## config.mk

```make
export PLATFORM = sky130hd
export DESIGN_NAME = mux4_arbiter
export DESIGN_NICKNAME = d
export VERILOG_FILES = /design/src/rtl/mux4_arbiter.sv
export SDC_FILE = /design/constraint.sdc
export NUM_CORES = 1
export LEC_CHECK = 0
export CORE_AREA = 4 4 131 133
export DETAILED_ROUTE_END_ITERATION = 6
export DIE_AREA = 0 0 135 137
export HOLD_SLACK_MARGIN = 0.08
export PLACE_DENSITY_LB_ADDON = 0.3
export SLEW_MARGIN = 20
export SYNTH_ARGS = -nofsm -noshare
export SYNTH_HDL_FRONTEND = slang
export SYNTH_HIERARCHICAL = 1
export SYNTH_SLANG_ARGS = --single-unit
```

## constraint.sdc

```tcl
create_clock -name clk -period 2.2 [get_ports clk]
set_input_delay 0.66 -clock clk [delete_from_list [all_inputs] [get_ports clk]]
set_output_delay 0.66 -clock clk [all_outputs]
set_load 0.02 [all_outputs]
```

## src/rtl/mux4_arbiter.sv

```systemverilog
// mux4_arbiter: round-robin arbiter sharing one 64-bit result path between
// four requesters through a valid/ready handshake. A registered grant drives
// the select of an internal mux4 instance.
// Optional feature: define ARB_LOCK_EN to let a requester hold its grant for
// up to MAX_LOCK consecutive beats while it asserts req_lock.

module mux4 #(
  parameter int DATA_W = 64
) (
  input  logic [DATA_W-1:0] in0,
  input  logic [DATA_W-1:0] in1,
  input  logic [DATA_W-1:0] in2,
  input  logic [DATA_W-1:0] in3,
  input  logic [1:0]        sel,
  output logic [DATA_W-1:0] out
);

  // Plain 4:1 select
  always_comb begin
    out = in0;
    case (sel)
      2'd1:    out = in1;
      2'd2:    out = in2;
      2'd3:    out = in3;
      default: out = in0;
    endcase
  end

endmodule

module mux4_arbiter #(
  parameter int MAX_LOCK = 8,
  parameter int DATA_W   = 64
) (
  input  logic              clk,
  input  logic              reset_n,
  input  logic [3:0]        req_valid,
  input  logic [3:0]        req_lock,
  input  logic [DATA_W-1:0] in0,
  input  logic [DATA_W-1:0] in1,
  input  logic [DATA_W-1:0] in2,
  input  logic [DATA_W-1:0] in3,
  output logic [3:0]        req_ready,
  output logic [DATA_W-1:0] out_data,
  output logic              out_valid,
  input  logic              out_ready,
  output logic [1:0]        sel,
  output logic [3:0]        gnt,
  output logic              busy
);

  typedef enum logic {IDLE = 1'b0, GRANT = 1'b1} state_t;

  state_t     state;
  state_t     state_nx;
  logic [1:0] sel_nx;
  logic [3:0] gnt_nx;
  logic [1:0] last;
  logic [1:0] last_nx;
  logic [1:0] pick;
  logic [1:0] cand;
  logic       xfer;
  logic       drop;
  logic       hold_lock;

  // A beat moves when the granted requester is valid and the consumer is ready
  assign xfer = (state == GRANT) && req_valid[sel] && out_ready;
  // Granted requester withdrew its valid without transferring: give up the grant
  assign drop = (state == GRANT) && !req_valid[sel];

  // Round-robin pick: scan last+4 down to last+1 so the nearest set bit wins
  always_comb begin
    pick = last + 2'd1;
    cand = last;
    for (int k = 3; k >= 0; k--) begin
      cand = last + 2'(k + 1);
      if (req_valid[cand]) pick = cand;
    end
  end

`ifdef ARB_LOCK_EN
  localparam int                CNT_W    = ($clog2(MAX_LOCK) < 3) ? 3 : $clog2(MAX_LOCK);
  localparam logic [CNT_W-1:0]  CNT_LAST = CNT_W'(MAX_LOCK - 1);

  logic [CNT_W-1:0] beat_cnt;
  logic [CNT_W-1:0] beat_cnt_nx;

  // Keep the grant only while locking and the burst has beats left
  assign hold_lock = req_lock[sel] && (beat_cnt < CNT_LAST);

  // Beat counter for the current locked burst; stalls leave it untouched
  always_comb begin
    beat_cnt_nx = beat_cnt;
    if (xfer && hold_lock)
      beat_cnt_nx = beat_cnt + 1'b1;
    else if (xfer || drop)
      beat_cnt_nx = '0;
  end

  // Beat counter register
  always_ff @(posedge clk or negedge reset_n) begin
    if (!reset_n) beat_cnt <= '0;
    else          beat_cnt <= beat_cnt_nx;
  end
`else
  logic [3:0]  unused_lock;
  logic [31:0] unused_max;

  // Without the lock feature every grant is a single transfer
  assign hold_lock   = 1'b0;
  assign unused_lock = req_lock;
  assign unused_max  = MAX_LOCK;
`endif

  // State, grant and priority pointer registers
  always_ff @(posedge clk or negedge reset_n) begin
    if (!reset_n) begin
      state <= IDLE;
      sel   <= 2'd0;
      gnt   <= 4'b0000;
      last  <= 2'd3;
    end else begin
      state <= state_nx;
      sel   <= sel_nx;
      gnt   <= gnt_nx;
      last  <= last_nx;
    end
  end

  // Next-state logic: grant on any request in IDLE, release on transfer or drop
  always_comb begin
    state_nx = state;
    sel_nx   = sel;
    gnt_nx   = gnt;
    last_nx  = last;
    case (state)
      IDLE: begin
        gnt_nx = 4'b0000;
        if (|req_valid) begin
          state_nx = GRANT;
          sel_nx   = pick;
          gnt_nx   = 4'b0001 << pick;
        end
      end
      GRANT: begin
        if ((xfer && !hold_lock) || drop) begin
          state_nx = IDLE;
          gnt_nx   = 4'b0000;
          last_nx  = sel;
        end
      end
      default: begin
        state_nx = IDLE;
        gnt_nx   = 4'b0000;
      end
    endcase
  end

  // Handshake outputs derived from the registered grant and live inputs
  always_comb begin
    busy      = (state == GRANT);
    out_valid = 1'b0;
    req_ready = 4'b0000;
    if (state == GRANT) begin
      out_valid = req_valid[sel];
      req_ready = out_ready ? (4'b0001 << sel) : 4'b0000;
    end
  end

  mux4 #(.DATA_W(DATA_W)) u_mux4 (
    .in0 (in0),
    .in1 (in1),
    .in2 (in2),
    .in3 (in3),
    .sel (sel),
    .out (out_data)
  );

endmodule

```

* Word level (Yosys, flattened, before mapping) *
Index checks and enable logic that the tools add are counted.

word-level totals
  word-level logic and storage cells = 51
  output and inout port bits = 76
  bits in read-only memories = 0
  register bits after elaboration = 9
  memories = 0
  bits of input ports = 267
  RAM bits = 0
  bits in latches = 0

operators by class
  multiply operators = 0
  add/sub/neg operators = 3
  magnitude comparators = 5
  muxes and demuxes = 24
  shift-type cells = 2
  bitwise logic cells = 1
  reduce and logical (&&, ||, !) cells = 8
  equality and inequality tests = 4
  divide/modulo/power cells = 0

operator list
  operator                                                                       number
  64-bit one-hot mux with 3 select lines                                         1
  4-bit 2-to-1 mux                                                               4
  2-bit by 3-bit less-than comparator with 1-bit output (second input constant)  5
  1-bit binary-select mux with 2-bit select                                      5
  1-bit 2-to-1 mux                                                               8
  2-bit 2-to-1 mux                                                               4
  4-bit one-hot mux with 2 select lines                                          1
  1-bit by 2-bit << shifter with 4-bit output (first input constant)             2
  2-bit adder (second input constant)                                            2
  2-bit equality test (second input constant)                                    2
  2-bit AND reduction                                                            2
  4-bit OR reduction                                                             1
  1-bit logical AND                                                              3
  2-bit by 1-bit adder with 2-bit output (second input constant)                 1
  2-bit by 1-bit equality test with 1-bit output (second input constant)         1
  2-bit by 1-bit != test with 1-bit output (second input constant)               1
  1-bit one-hot mux with 2 select lines                                          1
  1-bit logical NOT                                                              1
  1-bit logical OR                                                               1
  1-bit inverter                                                                 1

* Logic depth before layout (Yosys ltp) *
Gate-level depths: netlist of run 1.

  depth in word-level cells = 9
  depth in mapped cells = 4
  mapped depth without buffers = 4

* Cells and area by module *
The synthesis of run 1 kept the hierarchy.

modules (own cells, without submodules)
  module        times used  cells an instance  area an instance (sq um)  sequential area each (sq um)
  mux4          1           78                 1,622.8                   0.0
  mux4_arbiter  1           52                 504.2                     227.7

* Least setup slack after synthesis of run 1 *
No wires, ideal clock.

  path type = register to output
  start = register sel[0]
  end = output out_data[0]
  path buffers = 2
  cell stages (with the launch flop) = 4
  data required time = 1.540 ns
  setup slack = 0.011 ns
  arrival = 1.529 ns
  path through = dfrtp_1 buf_6 buf_12 mux4_2

on the way
  cells in the longest elaborated chain, start to end = 2
  elaborated cells on any way between the ends = 4
  classes of those cells = eq/ne: 3; mux: 1

ends and longest elaborated chain
  element                                                                                RTL line  RTL
  start: declaration                                                                     47        output logic [1:0] sel,
  start signal: assignment                                                               124       sel <= sel_nx;
  2-bit equality test or 2-bit by 1-bit equality test with 1-bit output (tied branches)  21        case (sel)
  64-bit one-hot mux with 3 select lines *                                               21
  end: declaration                                                                       44        output logic [DATA_W-1:0] out_data,

Every way passes the cells marked *; elsewhere a longest branch is shown, timed or not.

* Worst setup path after layout of run 1 *
  start = register sel[0]
  end = output out_data[37]

Same word-level chain as after synthesis.

==> results of run 1 <==
registers in the layout (all words and copies together) (netlist names):
| signal | cells |
|---|---|
| gnt | 4 |
| sel | 2 |
| last | 2 |
| busy | 1 |
synthesized netlist by cell type:
| cell | n | area (um^2) |
|---|---|---|
| and3_1 | 1 | 6.26 |
| buf_12 | 6 | 120 |
| nor3_1 | 2 | 10.0 |
| nor4_1 | 1 | 6.26 |
| o221ai_1 | 1 | 8.76 |
| a22oi_1 | 1 | 7.51 |
| o21a_1 | 1 | 7.51 |
| xnor2_1 | 1 | 8.76 |
| nand3_1 | 3 | 15.0 |
| o22ai_1 | 1 | 6.26 |
| o2bb2ai_1 | 2 | 17.5 |
| mux4_1 | 4 | 105 |
| o2111ai_1 | 1 | 8.76 |
| mux4_2 | 61 | 1370 |
| o31ai_1 | 1 | 7.51 |
| clkbuf_2 | 1 | 5.00 |
| dfstp_2 | 2 | 52.6 |
| mux2i_1 | 1 | 10.0 |
| dfrtp_1 | 7 | 175 |
| a21boi_2 | 1 | 11.3 |
| inv_1 | 6 | 22.5 |
| o21ai_0 | 3 | 15.0 |
| nand2_1 | 3 | 11.3 |
| mux2_1 | 1 | 11.3 |
| nor2b_1 | 2 | 12.5 |
| nor2_1 | 6 | 22.5 |
| a32o_1 | 2 | 20.0 |
| o211ai_1 | 1 | 7.51 |
| buf_6 | 1 | 11.3 |
| buf_2 | 6 | 30.0 |
worst register-to-register path, delay by kind of cell, from the launching register on:
family | cells | cell delay [ns]
mux | 2 | 0.77
flops | 1 | 0.49
buf+inv | 3 | 0.42
compound gates | 1 | 0.19
metal layers:
layer  vias up  wire (um)  track usage
met5         -         13            0
met4         2        146       0.0168
met3         8       1710       0.0485
met2       176       7950        0.280
met1      1446       5500        0.177
li1       1339          -            -
cells by family (layout without fill, tap and decap cells):
logic type | after synthesis | in the layout | share of synthesized area
flip-flops | 9 | 9 | 0.107
AO/OA/AOI/OAI | 15 | 15 | 0.0553
XOR/XNOR | 1 | 1 | 0.00412
buffers and inverters | 20 | 381 | 0.0888
AND/OR/NAND/NOR | 18 | 18 | 0.0394
multiplexers | 67 | 67 | 0.705
other | 0 | 2 | 0
how the worst min path moves through the flow:
stage                       start                 end  slack, ns  depth (start not counted)
2_1_floorplan             reset_n      busy$_DFF_PN0_       0.36                          0
3_3_place_gp   gnt[2]$_DFFE_PN0P_  gnt[2]$_DFFE_PN0P_       0.49                          1
3_5_place_dp   gnt[2]$_DFFE_PN0P_  gnt[2]$_DFFE_PN0P_       0.48                          1
4_1_cts        gnt[2]$_DFFE_PN0P_  gnt[2]$_DFFE_PN0P_       0.49                          1
5_1_grt        gnt[2]$_DFFE_PN0P_  gnt[2]$_DFFE_PN0P_       0.49                          1
6_report       gnt[2]$_DFFE_PN0P_  gnt[2]$_DFFE_PN0P_       0.49                          1
power by group through the flow:
| stage | registers, mW | logic, mW | clock network (mW) |
|---|---|---|---|
| global route | 0.397 | 6.63 | 0.328 |
| finish | 0.384 | 6.28 | 0.319 |
| CTS | 0.380 | 6.38 | 0.317 |
| global placement | 0.431 | 5.50 | 0 |
| detailed placement | 0.428 | 5.51 | 0 |
| floorplan | 0.424 | 3.03 | 0 |
metrics by stage:
stage / hold slack (ns) / power, mW / utilization / setup slack (ns)
finish: 0.489 / 6.98 / 0.388 / -0.234
global route: 0.491 / 7.35 / 0.388 / -0.260
CTS: 0.487 / 7.08 / 0.386 / -0.252
detailed placement: 0.477 / 5.94 / 0.369 / -0.707
global placement: 0.489 / 5.93 / 0.369 / -0.718
floorplan: 0.364 / 3.46 / - / 0.0112
what timing repair did:
| action | in CTS | in global routing |
|---|---|---|
| setup buffers | 10 | 1 |
| hold endpoints to repair | 0 | 0 |
| gates resized for setup | 547 | 27 |
| endpoints found under the setup margin | 70 | 68 |
| cloned | 4 | 1 |
| pin swaps | 2 | 0 |
layout make-up:
| class | instances | area share |
|---|---|---|
| diodes | 2 | 0.000814 |
| clock buffers | 4 | 0.0128 |
| inverters | 6 | 0.00366 |
| multi-input cells | 101 | 0.279 |
| flip-flops and latches | 9 | 0.0379 |
| well taps | 216 | 0.0440 |
| repair buffers | 371 | 0.622 |
==> impl_metrics.toml, run 1 <==
[drt]
drtAntennaViolNets = 0
via_count = 2971
route.detailed.vias_per_inst = 4.19
detailedRoute.firstPassIterationCount = 4
drt_drc_violations_left = 0
drt_iter0_drcs = 70
wl_um = 15300
routed_wire_length_per_instance_um = 21.6

[power_and_ir_drop]
netSwitchingFraction = 0.419
share_seq_of_total_power = 0.055
leakagePower_nw = 2.66
switching_pwr_mw = 2.93
p_int_mw = 4.05
power.density_cell_area_mw_per_mm2 = 1140
worst_ir_drop_vdd_v = 0.000674
share_of_total_power_in_the_clock_network = 0.046
pwr-share-comb = 0.899

[timing]
timing.final.ws_setup_ns = -0.234
hold_viol_final = 0
tns_ns = -9.11
worst-slew-pin-transition_ns = 0.399
maxClockFrequency_mhz = 411
timing.final.crit_share = 1.11
setup_viol_count_final = 65
rsz0062_at_grt = "yes"
maxSlewHeadroom = 0.733
timing.final.crit_period_ns = 2.43
finClkSkew_ns = 0.00222
final_max_slew_viol_count = 0

[critical_path]
critical_path_depth = 5
cp_top_family = "buffers and inverters"
timing.critical_path.arrival_ns = 1.77
critPathRequiredTime_ns = 1.54
worst_r2r_path_depth = 6
crit_path_top_delay_cell = "dfrtp_4"
critPathBufInv = 4
worst-r2r-setup-slack_ns = 0.25
cp_max_fo = 6
path_common_cell = "buf_12"
crit_chain = "buf_8 -> buf_12 -> buf_12 -> mux4_2 -> buf_6"
reg2reg_to = "last[1]$_DFFE_PN1P_"
crit_path_max_incr_delay_ns = 0.49
cp-startpoint = "sel[0]$_DFFE_PN0P_"
critical_path_class = "flip-flop to primary output"
critical_path.reg2reg.startpoint = "sel[0]$_DFFE_PN0P_"
crit_path_start_kind = "flip-flop"
cp-end-kind = "primary output"
crit_end = "out_data[37]"

[global_routing]
first_global_vias = 3413
grt_antenna_before_repair = 3
grt_first_pass_wirelength_um = 21300
gr-usage-all-layers = 0.151
globalRouteOverflowTotal = 0
grt_max_degree = 30

[placement]
placed_area_mm2 = 0.00584
dpl.hpwl_um = 12900
placed_cells_incl_taps = 692
finalWeightedCongestion = 0.764
io_buffers = 338

[layout]
final_design_area_no_fill_mm2 = 0.00615
area.growth.synth_to_final_pct = 189
filler_cell_count = 1566
layout.cells.non_filler = 709
drive_gt1_frac = 0.363
area_used_by_multi_input_combinational_logic_mm2 = 0.00171
nets = 759
mostFrequentLayoutCell = "clkdlybuf4s50_1"
regArea_um2 = 233
mostFrequentLayoutCells = "136 x clkdlybuf4s50_1, 122 x dlygate4sd2_1, 67 x buf_6"

[yosys]
post_synthesis_net_count = 397
ys_ff_latch = 9
post_synth_instance_area_mm2 = 0.00213
synthesis.instances = 130
postSynthAreaPerCell_um2 = 16.4
ys_warn_count = 6
portion_of_the_post_synthesis_area_used_by_sequential_elements = 0.107
yosys.cell_types.count = 30

[cts]
clock_tree_buf_depth = 2
ctsHoldBuffers = 0
cts_inserted_buffers = 3
cts_max_level = 1
cts_root_buffer = "clkbuf_16"
clkSlewWorstSetupHoldPaths_ns = 0.04
cts.sinks = 9
cts_tree = "built"
clock_insertion_delay_worst_skew_ns = 0.23

[outcome]
failing_checks = "setup timing"
run_status = "complete, but fails checks"

[floorplan]
std_cell_rows = 46
floorplan.io_pins = 343
fp.dieArea_mm2 = 0.0185
initial_core_utilization = 0.134
core-area_mm2 = 0.0158
fp.dieH_um = 137
floorplan.die.width_um = 135

[worst_hold_path]
hold_path_class = "flip-flop to flip-flop"

[run]
drv_cap = 0
Note: power is estimated with default switching activity, not from simulation.
==> run 2, diff against run 1 <==
--- a/config.mk
+++ b/config.mk
@@ -8,6 +8,8 @@
 export CORE_AREA = 4 4 131 133
 export DETAILED_ROUTE_END_ITERATION = 6
 export DIE_AREA = 0 0 135 137
+export GPL_ROUTABILITY_DRIVEN = 0
+export GPL_TIMING_DRIVEN = 0
 export HOLD_SLACK_MARGIN = 0.08
 export PLACE_DENSITY_LB_ADDON = 0.3
 export SLEW_MARGIN = 20
==> run 2 against run 1 <==
Compared with the run above: the flow still finishes with violations (setup timing); cell area down 6.0%; clock-buffer cell count unchanged; critical path depth down 1; clock power about the same; routed wire length down 1.8%; largest power group unchanged.
==> impl_metrics.toml, run 2 (synthesized netlist as in run 1, its figures left out) <==
[power_and_ir_drop]
leakagePower_nw = 2.67
power.density_cell_area_mw_per_mm2 = 1140
worst_ir_drop_vdd_v = 0.000873
report.power.total_mw = 6.59

[timing]
final_max_slew_viol_count = 0
finClkSkew_ns = 0.00215
rsz0062_at_grt = "yes"
maxClockFrequency_mhz = 429
timing.final.ws_setup_ns = -0.131
hold_viol_final = 0
timing.final.crit_period_ns = 2.33
worst-slew-pin-transition_ns = 0.420
setup_viol_count_final = 65
timing.final.crit_share = 1.06
tns_ns = -5.49
whs_ns = 0.519
maxSlewHeadroom = 0.719

[placement]
io_buffers = 338
placed_cells_incl_taps = 684
pre_cts_slack_ns = -0.876
dpl.hpwl_um = 13000
placed_area_mm2 = 0.00578

[global_routing]
grt_first_pass_wirelength_um = 20800
grt_max_degree = 11
grt_antenna_before_repair = 8
gr-usage-all-layers = 0.148
globalRouteOverflowTotal = 0
first_global_vias = 3357

[floorplan]
core-area_mm2 = 0.0158
initial_core_utilization = 0.134
floorplan.io_pins = 343
fp.dieArea_mm2 = 0.0185
fp.dieH_um = 137
std_cell_rows = 46
floorplan.die.width_um = 135

[drt]
detailedRoute.firstPassIterationCount = 4
drt_drc_violations_left = 0
via_count = 2953
routed_wire_length_per_instance_um = 21.3
drtAntennaViolNets = 0
wl_met2_um = 7760
dr_top_layer = "met5"
drt-met1-wl_um = 5290
drt_iter0_drcs = 87
wl_um = 15000
routed_length_on_met3_um = 1600
route.detailed.vias_per_inst = 4.18

[critical_path]
critical_path.reg2reg.startpoint = "sel[0]$_DFFE_PN0P_"
worst-r2r-setup-slack_ns = 0.29
cp_max_fo = 10
cp-end-kind = "primary output"
crit_path_start_kind = "flip-flop"
timing.critical_path.arrival_ns = 1.67
reg2reg_to = "last[1]$_DFFE_PN1P_"
critical_path_class = "flip-flop to primary output"
worst_r2r_path_depth = 6
critPathRequiredTime_ns = 1.54

[layout]
regArea_um2 = 230
mostFrequentLayoutCells = "255 x dlygate4sd2_1, 70 x buf_6, 65 x mux4_2"
area_used_by_multi_input_combinational_logic_mm2 = 0.00170
max_flop_register = "gnt"
layout.cells.non_filler = 706
nets = 752
area.growth.synth_to_final_pct = 172
largest_registers = "gnt x4, last x2, sel x2"
filler_cell_count = 1658
drive_gt1_frac = 0.362
mostFrequentLayoutCell = "dlygate4sd2_1"
final_design_area_no_fill_mm2 = 0.00578
final_util = 0.365
largest_register_ff_count = 4

[cts]
cts_root_buffer = "clkbuf_16"
cts_max_level = 1
clock_tree_buf_depth = 2
cts_tree = "built"
clkSlewWorstSetupHoldPaths_ns = 0.04
clock_insertion_delay_worst_skew_ns = 0.23
cts_inserted_buffers = 3
cts.sinks = 9

[worst_hold_path]
whs_endpoint = "gnt[2]$_DFFE_PN0P_"
hold_path.startpoint = "gnt[2]$_DFFE_PN0P_"
hold_path_class = "flip-flop to flip-flop"
hold-path-cell-count = 1

[outcome]
failing_checks = "setup timing"
run_status = "complete, but fails checks"

[run]
drv_cap = 0
[run 2: changes by cell type in the layout (fill, tap and decap cells not counted), sizes merged]
cell / change
diode: +4
dlymetal6s2s: -10
dlygate4sd2: +133
buf: -5
clkbuf: +2
clkdlybuf4s50: -129
clkdlybuf4s15: +2
[run 2: worst max-delay path by stage]
stage	cells past startpoint	slack, ns	start	end
6_report	4	-0.13	sel[0]$_DFFE_PN0P_	out_data[37]
2_1_floorplan	3	0.01	sel[0]$_DFFE_PN0P_	out_data[0]
3_3_place_gp	5	-0.86	req_valid[3]	out_valid
5_1_grt	4	-0.18	sel[0]$_DFFE_PN0P_	out_data[21]
4_1_cts	4	-0.16	sel[0]$_DFFE_PN0P_	out_data[37]
3_5_place_dp	5	-0.88	req_valid[3]	out_valid
[run 2: final cells by class]
cell class / instances / share of cell area
inverter: 6 / 0.00390
buffer: 14 / 0.0344
sequential: 9 / 0.0399
clock buffer: 4 / 0.0136
tap: 216 / 0.0468
timing repair buffer: 350 / 0.564
antenna: 6 / 0.00260
multi-input combinational: 101 / 0.295
[run 2: metal layers]
layer / up-vias / GRT usage
met5: - / 0
met4: 6 / 0.0409
met3: 20 / 0.0537
met2: 179 / 0.263
met1: 1425 / 0.167
li1: 1323 / -
[run 2: critical path: stages, from the launching register on]
cell	delay [ns]
dfrtp_2	0.41
buf_12	0.16
buf_12	0.15
mux4_2	0.54
buf_6	0.16
[run 2: where the power goes]
part / switching [mW] / leakage (nW) / internal (mW)
Sequential: 0.0951 / 0.107 / 0.267
Clock: 0.0764 / 0.0382 / 0.242
Combinational: 2.67 / 2.53 / 3.24
Total: 2.84 / 2.67 / 3.75
[run 2: repair_timing]
action / in CTS / in global routing
cloned: 0 / 2
gates resized for setup: 716 / 8
buffers inserted: 5 / 5
pin swaps: 1 / 0
setup endpoints to repair: 69 / 64
hold buffers: 0 / 0
==> run 3, diff against run 2 <==
--- a/config.mk
+++ b/config.mk
@@ -5,9 +5,10 @@
 export SDC_FILE = /design/constraint.sdc
 export NUM_CORES = 1
 export LEC_CHECK = 0
-export CORE_AREA = 4 4 131 133
+export CAP_MARGIN = 20
+export CORE_AREA = 5 5 128 130
 export DETAILED_ROUTE_END_ITERATION = 6
-export DIE_AREA = 0 0 135 137
+export DIE_AREA = 0 0 133 135
 export GPL_ROUTABILITY_DRIVEN = 0
 export GPL_TIMING_DRIVEN = 0
 export HOLD_SLACK_MARGIN = 0.08
==> run 3 against run 2 <==
Compared with the run above: the flow still finishes with violations (setup timing); global-route usage rose by 0.64 points; worst setup slack worse by 0.0020 ns; cell area decreased by 2.2%; first-iteration DRC count shrank 23%; worst hold slack worse by 0.029 ns; fmax barely moved; total power is 2.0% lower; die area is 2.9% lower; non-clock buffer count is 7 lower; critical path type unchanged; highest routed layer unchanged.
==> impl_metrics.toml, run 3 (synthesized netlist as in run 1, its figures left out) <==
[timing]
setup_viol_count_final = 65
maxSlewHeadroom = 0.726
finClkSkew_ns = 0.00123
timing.final.ws_setup_ns = -0.133
timing.final.crit_period_ns = 2.33
maxClockFrequency_mhz = 429
hold_viol_final = 0
timing.final.crit_share = 1.06
final_max_slew_viol_count = 0
worst-slew-pin-transition_ns = 0.407
rsz0062_at_grt = "yes"

[run]
drv_cap = 0

[floorplan]
fp.dieH_um = 135
floorplan.io_pins = 343
initial_core_utilization = 0.141
core-area_mm2 = 0.0150
fp.dieArea_mm2 = 0.0180
std_cell_rows = 45
floorplan.die.width_um = 133

[global_routing]
grt_max_degree = 11
globalRouteOverflowTotal = 0
first_global_vias = 3379
gr-usage-all-layers = 0.154
grt_antenna_before_repair = 3
grt_first_pass_wirelength_um = 21400

[cts]
cts_max_level = 1
clkSlewWorstSetupHoldPaths_ns = 0.04
cts.sinks = 9
cts_inserted_buffers = 3
clock_insertion_delay_worst_skew_ns = 0.23
clock_tree_buf_depth = 2
cts_root_buffer = "clkbuf_16"
cts_tree = "built"
ctsHoldBuffers = 0

[layout]
largest_registers = "gnt x4, last x2, sel x2"
mostFrequentLayoutCell = "dlygate4sd2_1"
largest_register_ff_count = 4
nets = 745
mostFrequentLayoutCells = "257 x dlygate4sd2_1, 65 x mux4_2, 65 x buf_6"
drive_gt1_frac = 0.348
area.growth.synth_to_final_pct = 166
final_util = 0.376
max_flop_register = "gnt"

[critical_path]
cp_top_family = "multiplexers"
critical_path.reg2reg.startpoint = "sel[0]$_DFFE_PN0P_"
crit_chain = "buf_12 -> buf_12 -> mux4_2 -> buf_6"
crit_path_max_incr_delay_ns = 0.54
path_common_cell = "buf_12"
crit_path_top_delay_cell = "mux4_2"
cp-end-kind = "primary output"
critPathRequiredTime_ns = 1.54
timing.critical_path.arrival_ns = 1.67
cp-startpoint = "sel[0]$_DFFE_PN0P_"
critPathBufInv = 3
critical_path_class = "flip-flop to primary output"
cp_max_fo = 10
crit_path_start_kind = "flip-flop"

[worst_hold_path]
hold_path_class = "flip-flop to flip-flop"
hold_path.startpoint = "gnt[2]$_DFFE_PN0P_"

[outcome]
run_status = "complete, but fails checks"
failing_checks = "setup timing"

[power_and_ir_drop]
report.power.total_mw = 6.46
share_of_total_power_in_the_clock_network = 0.049
share_seq_of_total_power = 0.057
netSwitchingFraction = 0.437
switching_pwr_mw = 2.83
power.density_cell_area_mw_per_mm2 = 1140
p_int_mw = 3.64
pwr-share-comb = 0.894
worst_ir_drop_vdd_v = 0.000815
leakagePower_nw = 2.62

[drt]
via_count = 2954
drtAntennaViolNets = 0
detailedRoute.firstPassIterationCount = 4
drt_drc_violations_left = 0
wl_um = 15200
route.detailed.vias_per_inst = 4.42
drt_iter0_drcs = 67
routed_wire_length_per_instance_um = 22.7

[placement]
dpl.hpwl_um = 13200
io_buffers = 338
pre_cts_slack_ns = -0.905
-- run 3: cell type report --
class	instances	area, um^2
diodes	3	7.51
clock buffers	4	78.8
multi-input cells	101	1700
repair buffers	343	3180
well taps	188	235
fillers	1585	9380
flip-flops and latches	9	230
plain buffers	14	199
inverters	6	22.5
-- run 3: repair_timing --
| action | in CTS | in global routing |
|---|---|---|
| setup buffers | 3 | 1 |
| gates cloned | 0 | 1 |
| resized for setup | 703 | 3 |
| pin swaps | 1 | 0 |
| endpoints found under the hold margin | 0 | 0 |
| endpoints found under the setup margin | 69 | 65 |
-- run 3: final timing paths --
kind / endpoint / slack [ns] / cells past startpoint
min in group asynchronous: gnt[1]$_DFFE_PN0P_ / 0.73 / 1
worst max-delay path: out_data[2] / -0.13 / 4
worst min-delay path: gnt[2]$_DFFE_PN0P_ / 0.49 / 1
worst max register to register: last[1]$_DFFE_PN1P_ / 0.36 / 5
worst min register to register: gnt[2]$_DFFE_PN0P_ / 0.49 / 1
max in group asynchronous: last[1]$_DFFE_PN1P_ / 1.15 / 1
-- run 3: stage by stage --
stage | hold slack, ns | cells | TNS, ns | instance area [um^2]
6_report | 0.490 | 668 | -6.29 | 5650
5_1_grt | 0.505 | 666 | -9.97 | 5640
4_1_cts | 0.495 | 663 | -7.18 | 5620
3_5_place_dp | 0.479 | 656 | -39.99 | 5750
3_3_place_gp | 0.487 | 656 | -39.77 | 5750
2_1_floorplan | 0.364 | 130 | 0 | 2130
-- run 3: metal layers --
metal,track usage,wire length (um)
met1,0.193,6040
met2,0.274,7710
met3,0.0399,1200
met4,0.0208,183
met5,0,26
-- run 3: power groups by stage --
stage	Sequential [mW]	Clock (mW)	Combinational, mW
2_1_floorplan	0.424	0	3.03
3_3_place_gp	0.368	0	5.49
3_5_place_dp	0.371	0	5.50
4_1_cts	0.366	0.332	5.79
5_1_grt	0.380	0.343	6.07
6_report	0.366	0.319	5.78
==> patch 1: new RTL, config.mk and constraints of run 3 <==
`DATA_W` is set to 64 in 2 places; all go to 60.
--- a/src/rtl/mux4_arbiter.sv
+++ b/src/rtl/mux4_arbiter.sv
@@ -5,7 +5,7 @@
 // up to MAX_LOCK consecutive beats while it asserts req_lock.
 
 module mux4 #(
-  parameter int DATA_W = 64
+  parameter int DATA_W = 60
 ) (
   input  logic [DATA_W-1:0] in0,
   input  logic [DATA_W-1:0] in1,
@@ -30,7 +30,7 @@
 
 module mux4_arbiter #(
   parameter int MAX_LOCK = 8,
-  parameter int DATA_W   = 64
+  parameter int DATA_W   = 60
 ) (
   input  logic              clk,
   input  logic              reset_n,
Interface: changed (5 resized); port bits go from 343 to 323. No check against the original RTL was run, so the function may have changed too.
==> patch 1 against run 3 <==
- the run still ends with setup timing left
- core utilization shrank 1.6 points
- synthesized area shrank 5.0%
- wire length shrank 7.7%
- setup slack lost 2.7 ps
- sequential power shrank 4%
- cell area shrank 4.3%
- count of clock-buffer cells in the layout is the same
- power shrank 3.4%
- sequential cell count is the same
- via count shrank 4.6%
==> patch 1: results (changes against run 3) <==
- The layout net count was 709 (was 745).
- Violations in the final reports: setup timing (unchanged).
- The share of layout cells above drive strength 1 was 35.7% (was 34.8%).
- The overall fraction of global-route tracks in use came to 14.4% (was 15.4%).
- The worst clock skew is 2.17 ps (was 1.23 ps).
- Area contributors post-synth: mux4_2, dfrtp_1, buf_12 (unchanged).
- The part of the Yosys area used for sequential elements is 11.3% (was 10.7%).
- The final critical-path setup slack is -136 ps (was -133 ps).
- The HPWL after detailed placement came to 12200 um (was 13200 um).
- The largest voltage drop on the vdd net is 0.000676 V (was 0.000815 V).
- The count of endpoints failing setup in the final report is 61 (was 65).
- The first-iteration detailed-routing DRC count is 76 (was 67).
- The worst-margin pin slew is 438 ps (was 407 ps).
- The switching part of the total power was 43.1% (was 43.7%).
- The start point of the worst min-delay path was gnt[1] (was gnt[2]).
- The leakage power is 2.51 nW (was 2.62 nW).
- Outcome: complete, but fails checks (unchanged).
- The post-detailed-route wirelength per cell is 21.7 um (was 22.7 um).
- The global-route wire length before repair is 20100 um (was 21400 um).
- The number of global-route vias before repair is 3212 (was 3379).
- The count of yosys warnings during synthesis is 6 (unchanged).
- At the later pin of the worst-skew pair, clock insertion delay measures 240 ps.
- The number of library cell types mapped by synthesis is 29 (was 30).
- The endpoint of the worst setup timing path is out_data[40] (was out_data[2]).
- The number of input and output port buffers inserted came to 318 (was 338).
- The slack of the worst reg-to-reg path is 320 ps (was 360 ps).
- The number of vias per cell after detailed routing is 4.37 (was 4.42).
- The antenna diode count is 0 (was 3).
- The initial antenna violation count was 1 (was 3).
==> patch 1: cell count changes after synthesis <==
cell      delta
mux4_1       -4
clkbuf_2     -1
buf_1        +1
==> patch 1: metrics by stage <==
stage	setup TNS, ps	instances	power (mW)	cell area [um2]	hold WS [ps]
final	-4970	645	6.24	5410	501
after global routing	-7960	645	6.56	5410	522
after CTS	-6060	643	6.34	5410	508
after detailed placement	-40460	632	5.60	5440	485
after global placement	-39410	632	5.57	5440	484
after floorplan	0	126	3.32	2020	364
==> patch 1: logic make-up after synthesis <==
family	synth area share, %
AOI/OAI and AO/OA	5.82
muxes	69.0
buffers and inverters	9.29
and+or+nand+nor	4.15
xor gates and xnor gates	0.434
DFF	11.3
==> patch 1: power groups by stage <==
stage	logic (mW)	clock network (mW)	registers, mW
6_report	5.56	0.328	0.352
5_1_grt	5.85	0.340	0.366
4_1_cts	5.64	0.329	0.365
3_5_place_dp	5.22	0	0.378
3_3_place_gp	5.20	0	0.372
2_1_floorplan	2.89	0	0.424
==> patch 1: worst min-delay path by stage <==
stage,end,depth (start not counted)
after floorplan,busy,0
after detailed placement,gnt[2],1
final,gnt[1],1
after global routing,gnt[1],1
after CTS,gnt[3],1
after global placement,gnt[2],1
==> patch 1: area by class of cell <==
class	count	area [um2]
inverters	6	22.5
flip-flops and latches	9	230
clock buffers	4	78.8
well taps	188	235
multi-input cells	97	1610
fillers	1574	9630
plain buffers	14	193
repair buffers	327	3040
==> patch 1: critical path: cells and delay by family, from the launching register on <==
family	cells	cell delay, ps
multiplexers	1	540
buffers and inverters	3	500
flip-flops	1	380
==> patch 1: what timing repair did <==
| action | 4_1_cts | 5_1_grt |
|---|---|---|
| gates resized for setup | 663 | 2 |
| cloned | 2 | 0 |
| buffers inserted | 5 | 4 |
| setup endpoints to repair | 65 | 61 |
| pin swaps | 1 | 0 |
==> patch 1: layer usage <==
layer | wire length (um) | global-route usage, % | up-vias
li1 | - | - | 1247
met5 | 13 | 0 | -
met1 | 5270 | 17.4 | 1401
met3 | 1210 | 4.21 | 9
met2 | 7450 | 26.5 | 158
met4 | 54 | 1.04 | 2
==> patch 2: new RTL, config.mk and constraints of run 3 <==
Made on the original files. The option `ARB_LOCK_EN` is turned on by a define.
--- a/src/rtl/mux4_arbiter.sv
+++ b/src/rtl/mux4_arbiter.sv
@@ -3,6 +3,8 @@
 // the select of an internal mux4 instance.
 // Optional feature: define ARB_LOCK_EN to let a requester hold its grant for
 // up to MAX_LOCK consecutive beats while it asserts req_lock.
+
+`define ARB_LOCK_EN
 
 module mux4 #(
   parameter int DATA_W = 64
Check against the original RTL: not equivalent (Yosys sat finds a counterexample within 4 cycles, from zero or initial values and one cycle with reset_n low).
==> patch 2 against run 3 <==
- the flow still finishes with violations (setup timing)
- cell count increased by 4.6%
- fmax decreased by 1.7%
- power increased by 5.7%
- setup slack got worse by 40 ps
- non-clock buffer count increased by 10
- sequential power increased by 20%
- sequential cell count increased by 3
- synthesized area increased by 12%
- wire length increased by 7.9%
- highest routed layer unchanged
- first-iteration DRC count increased by 73%
- combinational power increased by 4.0%
- largest power group unchanged
- cell area increased by 13%
- critical endpoint is now out_data[43]
==> patch 2: results (changes against run 3) <==
- Outcome: complete, but fails checks (unchanged).
- Violations in the final reports: setup timing (unchanged).
- The power consumed by the clock network is 0.372 mW (was 0.319 mW).
- The signal arrival time at the worst endpoint came to 1710 ps (was 1670 ps).
- The depth of the worst register-to-register path is 7 (was 5).
- The layout net count is 777 (was 745).
- The setup fix buffers added after clock tree synthesis is 1 (was 3).
- The global-route wire length before repair is 23000 um (was 21400 um).
- The number of library cell types mapped by synthesis is 39 (was 30).
- The number of inverters outside the clock class in the layout is 4 (was 6).
- The total iterations of the first detailed-routing run came to 6 (was 4).
- The total area of sequential cells is 304 um2 (was 230 um2).
- The sequential fraction of total cell area is 4.77% (was 4.08%).
- The largest net degree at the start of global routing was 13 (was 11).
- The count of endpoints failing setup in the final report came to 65 (unchanged).
- The final critical-path setup slack came to -173 ps (was -133 ps).
- The number of buffers outside the clock class in the layout was 367 (was 357).
- The end point of the most critical hold path is gnt[3] (was gnt[2]).
- The start point of the worst min-delay path is gnt[3] (was gnt[2]).
- The post-place setup slack was -900 ps (was -905 ps).
- Biggest registers after layout: gnt x4, beat_cnt x3 (was gnt x4, last x2, sel x2).
- The portion of the layout cell area used by non-clock buffers came to 60.3% (was 59.8%).
- The reported sequential group power is 0.441 mW (was 0.366 mW).
- The number of instances resized during post-cts repair came to 571 (was 703).
- The overall fraction of global-route tracks in use is 16.7% (was 15.4%).
- The share of layout cells above drive strength 1 is 35.6% (was 34.8%).
- The worst relative slew slack is 59.0% (was 72.6%).
- List of most frequent post-synthesis cells: mux4_2, dfrtp_1, buf_2, nor2_1 (was mux4_2, dfrtp_1).
- The switching power summed over all nets is 2.91 mW (was 2.83 mW).
- The peak per-stage delay on the critical path is 500 ps (was 540 ps).
## patch 2: changes by cell type after synthesis, sizes merged, moves of 2 or more
| cell | delta |
|---|---|
| a21oi | +4 |
| a22o | +2 |
| and2 | +2 |
| buf | +2 |
| dfrtp | +3 |
| inv | -2 |
| mux2 | +5 |
| nand2b | +5 |
| nor2b | -2 |
| or2 | +2 |
## patch 2: kinds of logic after synthesis
kind of cell | count (synthesis) | synth area share (%)
mux | 72 | 65.1
buf+inv | 20 | 8.26
flops | 12 | 12.7
simple gates | 26 | 6.22
xor+xnor | 2 | 0.732
compound gates | 20 | 6.54
fa+ha+maj | 1 | 0.523
## patch 2: how the worst max path moves through the flow
stage	startpoint	end	slack [ps]	cells past startpoint
finish	in2[43]	out_data[43]	-170	3
global route	sel[0]	out_data[43]	-200	4
CTS	sel[0]	out_data[43]	-190	4
detailed placement	req_valid[3]	out_valid	-900	4
global placement	req_valid[3]	out_valid	-880	4
floorplan	sel[0]	out_data[0]	100	3
## patch 2: per-stage QoR
| stage | power [mW] | std cells | TNS [ps] |
|---|---|---|---|
| after CTS | 6.81 | 688 | -8880 |
| after global placement | 6.14 | 683 | -41150 |
| after floorplan | 3.73 | 153 | 0 |
| after global routing | 7.13 | 699 | -9590 |
| after detailed placement | 6.17 | 683 | -41830 |
| final | 6.83 | 699 | -6870 |
## patch 2: per-layer routing
| layer | vias to the layer above | part of all wire [%] | GRT usage, % |
|---|---|---|---|
| met3 | 14 | 7.9 | 4.77 |
| met2 | 162 | 54 | 30.9 |
| met1 | 1526 | 37 | 20.0 |
| li1 | 1399 | - | - |
| met4 | 6 | 0.53 | 1.21 |
| met5 | - | 0.25 | 0 |
## patch 2: critical path: cells and delay by family
| family | cells | cell delay (ps) |
|---|---|---|
| buffers and inverters | 2 | 550 |
| muxes | 1 | 500 |
